**src/rtl/oscil_seq_ctrl_pkg.sv**
```systemverilog
// Shared definitions for the two-phase oscillator sequencer: FSM state
// encodings and the default counter width.
package oscil_seq_ctrl_pkg;

  localparam int unsigned DEF_CNT_W = 16;

  typedef enum logic [1:0] {
    ST_IDLE     = 2'd0,
    ST_RUN      = 2'd1,
    ST_STOPPING = 2'd2
  } state_t;

endpackage

```
**src/rtl/oscil_seq_ctrl_div_ch.sv**
```systemverilog
// One oscillator channel: divisor register, half-period counter and toggle flop,
// advancing while running, or while stopping only until its output is low.
module oscil_div_ch
  import oscil_seq_ctrl_pkg::*;
#(
  parameter int unsigned CNT_W   = DEF_CNT_W,
  parameter int unsigned DEF_DIV = 1
) (
  input  logic             clk,
  input  logic             clr,
  input  logic             load,
  input  logic [CNT_W-1:0] div_in,
  input  logic             restart,
  input  logic             run,
  input  logic             stopping,
  output logic             f,
  output logic             frozen,
  output logic             rise
);

  localparam logic [CNT_W-1:0] ONE       = CNT_W'(1);
  localparam logic [CNT_W-1:0] DEF_DIV_V = CNT_W'(DEF_DIV);

  logic [CNT_W-1:0] div;
  logic [CNT_W-1:0] cnt;
  logic             term;
  logic             adv;

  always_comb begin
    term   = (cnt == (div - ONE));
    adv    = run | (stopping & f);
    rise   = adv & term & ~f;
    // At rest after this edge: already low, or a high output taking its falling toggle now.
    frozen = ~f | term;
  end

  always_ff @(posedge clk) begin
    if (clr) begin
      div <= DEF_DIV_V;
      cnt <= '0;
      f   <= 1'b0;
    end else begin
      if (load) begin
        div <= (div_in == '0) ? ONE : div_in;
      end
      if (restart) begin
        cnt <= '0;
        f   <= 1'b0;
      end else if (adv) begin
        if (term) begin
          cnt <= '0;
          f   <= ~f;
        end else begin
          cnt <= cnt + ONE;
        end
      end
    end
  end

endmodule

```
**src/rtl/oscil_seq_ctrl.sv**
```systemverilog
// Run/stop sequencer for the two-phase oscillator outputs F0/F1: FSM, divisor
// configuration handshake (idle only) and coincident-rise SYNC detect.
module oscil_seq_ctrl
  import oscil_seq_ctrl_pkg::*;
#(
  parameter int unsigned CNT_W    = DEF_CNT_W,
  parameter int unsigned DEF_DIV0 = 2,
  parameter int unsigned DEF_DIV1 = 4
) (
  input  logic             CLK,
  input  logic             CLR,
  input  logic             CFG_VALID,
  output logic             CFG_READY,
  input  logic [CNT_W-1:0] CFG_DIV0,
  input  logic [CNT_W-1:0] CFG_DIV1,
  input  logic             START,
  input  logic             STOP,
  output logic             F0,
  output logic             F1,
  output logic             BUSY,
  output logic             SYNC
);

  state_t state;
  logic   cfg_ready_q;
  logic   busy_q;
  logic   sync_q;

  logic   cfg_hs;
  logic   start_go;
  logic   in_run;
  logic   in_stopping;
  logic   f0, f1;
  logic   frozen0, frozen1;
  logic   rise0, rise1;

  always_comb begin
    cfg_hs      = CFG_VALID & cfg_ready_q;
    start_go    = (state == ST_IDLE) & START & ~STOP;
    in_run      = (state == ST_RUN);
    in_stopping = (state == ST_STOPPING);
  end

  oscil_div_ch #(
    .CNT_W   (CNT_W),
    .DEF_DIV (DEF_DIV0)
  ) u_ch0 (
    .clk      (CLK),
    .clr      (CLR),
    .load     (cfg_hs),
    .div_in   (CFG_DIV0),
    .restart  (start_go),
    .run      (in_run),
    .stopping (in_stopping),
    .f        (f0),
    .frozen   (frozen0),
    .rise     (rise0)
  );

  oscil_div_ch #(
    .CNT_W   (CNT_W),
    .DEF_DIV (DEF_DIV1)
  ) u_ch1 (
    .clk      (CLK),
    .clr      (CLR),
    .load     (cfg_hs),
    .div_in   (CFG_DIV1),
    .restart  (start_go),
    .run      (in_run),
    .stopping (in_stopping),
    .f        (f1),
    .frozen   (frozen1),
    .rise     (rise1)
  );

  always_ff @(posedge CLK) begin
    if (CLR) begin
      state       <= ST_IDLE;
      cfg_ready_q <= 1'b1;
      busy_q      <= 1'b0;
      sync_q      <= 1'b0;
    end else begin
      sync_q <= in_run & rise0 & rise1;
      case (state)
        ST_IDLE: begin
          if (start_go) begin
            state       <= ST_RUN;
            cfg_ready_q <= 1'b0;
            busy_q      <= 1'b1;
          end
        end
        ST_RUN: begin
          if (STOP) begin
            state <= ST_STOPPING;
          end
        end
        ST_STOPPING: begin
          if (frozen0 & frozen1) begin
            state       <= ST_IDLE;
            cfg_ready_q <= 1'b1;
            busy_q      <= 1'b0;
          end
        end
        default: begin
          state       <= ST_IDLE;
          cfg_ready_q <= 1'b1;
          busy_q      <= 1'b0;
        end
      endcase
    end
  end

  assign F0        = f0;
  assign F1        = f1;
  assign BUSY      = busy_q;
  assign CFG_READY = cfg_ready_q;
  assign SYNC      = sync_q;

endmodule
```
**config.mk**
```make
export PLATFORM = sky130hd
export DESIGN_NAME = oscil_seq_ctrl
export DESIGN_NICKNAME = d
export VERILOG_FILES = /design/src/rtl/oscil_seq_ctrl_pkg.sv /design/src/rtl/oscil_seq_ctrl_div_ch.sv /design/src/rtl/oscil_seq_ctrl.sv
export SDC_FILE = /design/constraint.sdc
export NUM_CORES = 1
export LEC_CHECK = 0
export BUFFER_PORTS_ARGS = -buffer_cell sky130_fd_sc_hd__buf_2
export CORE_MARGIN = 2
export CORE_UTILIZATION = 54
export CTS_CLUSTER_SIZE = 24
export DETAILED_ROUTE_END_ITERATION = 16
export GPL_TIMING_DRIVEN = 0
export PLACE_DENSITY = 0.85
export SETUP_SLACK_MARGIN = 0.02
export SLEW_MARGIN = 25
export SYNTH_ARGS = -nofsm -noshare
export SYNTH_HDL_FRONTEND = slang
export SYNTH_SLANG_ARGS = --single-unit
```
**constraint.sdc**
```tcl
create_clock -name CLK -period 3.06 [get_ports CLK]
set_input_delay 0.153 -clock CLK [delete_from_list [all_inputs] [get_ports CLK]]
set_output_delay 0.153 -clock CLK [all_outputs]
set_load 0.03 [all_outputs]
```
==> impl_metrics.py <==
metrics = {
    "floorplan": {
        "io_pins": 42,
        "initial_core_util": 0.563,
        "core_sq_mm": 0.00733,
        "die-area_sq_mm": 0.00835,
        "die_w_um": 91.4,
        "rows": 31,
        "die_h_um": 91.4,
    },
    "critical_path": {
        "end_kind": "flip-flop",
        "crit_type": "flip-flop to flip-flop",
        "arrival_ns": 3.31,
        "r2r_setup_slack_ns": 0.04,
        "critPathMaxFanout": 4,
        "crit_required_ns": 3.35,
        "startpoint_type": "flip-flop",
    },
    "global_route": {
        "first_global_vias": 3745,
        "overflow": 0,
        "grt_usage": 0.248,
        "antenna_found_initial": 0,
        "grt_max_degree": 11,
        "grt_pass1_wl_mm": 17.1,
    },
    "flow_run": {
        "drv_cap": 0,
    },
    "cts": {
        "root_buffer": "clkbuf_8",
        "worst_skew_pair.late_latency_ns": 0.35,
        "cts_sinks": 71,
        "clock_path_buffers": 2,
        "cts_tree": "yes",
        "clk_pin_slew_ns": 0.07,
        "cts_buffers": 9,
        "htreeDepth": 3,
    },
    "timing": {
        "hold_viol": 0,
        "finalSetupViolCount": 0,
        "slew_headroom": 0.509,
        "max_freq_mhz": 331,
        "maxSlewViolCount": 0,
        "fin_crit_ns": 3.02,
        "rsz0062_at_grt": "yes",
        "worst_slack_ns": 0.0364,
        "min_period_over_period": 0.988,
        "worst_hold_slack_ns": 0.0498,
        "worstMarginPinSlew_ns": 0.727,
        "finClkSkew_ns": 0.0111,
    },
    "power_and_ir_drop": {
        "power.total_w": 0.00211,
        "power_density_mw_per_mm2": 441,
        "p_leak_nw": 1.77,
        "max-vdd-ir-drop_uv": 309,
    },
    "synthesis": {
        "synth_edf_count": 0,
        "synth_seq_cells": 71,
        "async_flop_share": 0,
        "netlist_area_sq_mm": 0.00412,
        "ys_seq_area_frac": 0.345,
        "synth_flop_cell": "dfxtp_1",
        "syn_avg_cell_area_sq_um": 7.93,
        "synth_warnings": 0,
        "netlist_instances": 520,
        "yosysUniqueCellTypes": 55,
        "synth_nets": 561,
    },
    "place": {
        "gp_congestion": 0.898,
        "preCtsSetupSlack_ns": -0.235,
        "hpwl_mm": 7.68,
        "port_buffers": 40,
        "place_area_sq_mm": 0.00446,
    },
    "routing": {
        "wirelength_mm": 10.5,
        "routedWlPerCell_um": 15.4,
        "ant_nets": 0,
        "first_pass_iters": 5,
        "dr.first_iter.drc_count": 227,
        "num_vias": 4084,
        "viasPerCell": 6.02,
        "drc": 0,
    },
    "final_layout": {
        "area_delta_synth_final_pct": 15.8,
        "fillCellCount": 606,
        "nets": 618,
        "drive_gt1_frac": 0.154,
        "final_common_cell": "nand2_1",
        "fin_area_sq_mm": 0.00478,
        "final_cell_mix": "nand2_1, dfxtp_1, buf_2, a21oi_1, nor3_1",
        "diodes": 0,
    },
    "worst_hold_path": {
        "hold_path_class": "input pin to flip-flop",
    },
    "status": {
        "status": "completed",
    },
}
-- metrics by stage --
step           std cells  setup TNS [ns]  utilization
2_1_floorplan        520               0            -
3_3_place_gp         659           -2.78        0.608
3_5_place_dp         659           -3.83        0.608
4_1_cts              675               0        0.640
5_1_grt              678         -0.0835        0.652
6_report             678               0        0.652
-- synthesized netlist by cell type (8+ instances only) --
library cell / count / area (sq um)
nor2_1: 26 / 97.6
a21oi_1: 40 / 200
nor3_1: 40 / 200
clkbuf_1: 22 / 82.6
dfxtp_1: 71 / 1420
nand4_1: 20 / 125
nand2_1: 79 / 297
nor4_1: 12 / 75.1
xnor2_1: 32 / 280
and3_1: 10 / 62.6
xor2_1: 32 / 280
nand3_1: 15 / 75.1
o211ai_1: 8 / 60.1
-- registers in the layout (all words and copies together) (netlist names) --
signal	count
u_ch1.f	1
SYNC	1
u_ch0.cnt	16
u_ch0.div	16
BUSY	1
u_ch1.cnt	16
u_ch0.f	1
u_ch1.div	16
state	2
CFG_READY	1
-- kinds of logic after synthesis --
group | share of synthesized area
xor gates and xnor gates | 0.141
buffers and inverters | 0.0367
and+or+nand+nor | 0.324
DFF | 0.345
AOI/OAI and AO/OA | 0.141
adders and majority gates | 0.0121
-- final timing paths --
path         cells after the start                  startpoint                         end
min                              3                 CFG_DIV1[6]   u_ch1.div[6]$_SDFFE_PP0P_
max reg2reg                      7   u_ch1.div[2]$_SDFFE_PP1P_        u_ch1.f$_SDFFE_PP0P_
max                              7   u_ch1.div[2]$_SDFFE_PP1P_        u_ch1.f$_SDFFE_PP0P_
min reg2reg                      2  u_ch0.div[15]$_SDFFE_PP0P_  u_ch0.div[15]$_SDFFE_PP0P_
-- critical path: stages (launching register included) --
cell and delay (ns):
dfxtp_4 0.36, or4_4 0.54, or4_4 0.50, xnor2_2 0.14, or4_4 0.41, or4_4 0.46, or4_4 0.44, a21oi_2 0.12
-- final cells by class --
class,count,area [sq um],share of cell area
Multi-Input combinational cell,413,2620,0.548
Clock inverter,1,30.0,0.00629
Inverter,7,26.3,0.00550
Timing Repair Buffer,48,270,0.0566
Buffer,27,118,0.0246
Sequential cell,71,1440,0.300
Clock buffer,12,155,0.0325
Tap cell,99,124,0.0259
-- power breakdown --
group | total (W) | internal, W | switching (W) | leakage, nW
Combinational | 0.000370 | 0.000159 | 0.000211 | 1.10
Sequential | 0.00100 | 0.000956 | 0.0000472 | 0.581
Clock | 0.000733 | 0.000408 | 0.000325 | 0.0944
Total | 0.00211 | 0.00152 | 0.000584 | 1.77
-- metal layers --
| metal | wire (um) | global-route usage | vias to the layer above |
|---|---|---|---|
| met5 | 0 | 0 | - |
| met3 | 606 | 0.0398 | 20 |
| met1 | 4840 | 0.331 | 1926 |
| li1 | - | - | 1982 |
| met4 | 165 | 0.0859 | 0 |
| met2 | 4850 | 0.407 | 156 |
-- timing repair --
item / CTS / global route
cloned: 0 / 1
endpoints found under the setup margin: 25 / 30
resized for setup: 5 / 22
hold endpoints to repair: 1 / 0
buffers inserted: 2 / 4
hold buffers: 1 / 0
pin swaps: 3 / 2
No activity file was read; power rests on OpenSTA's default activity.
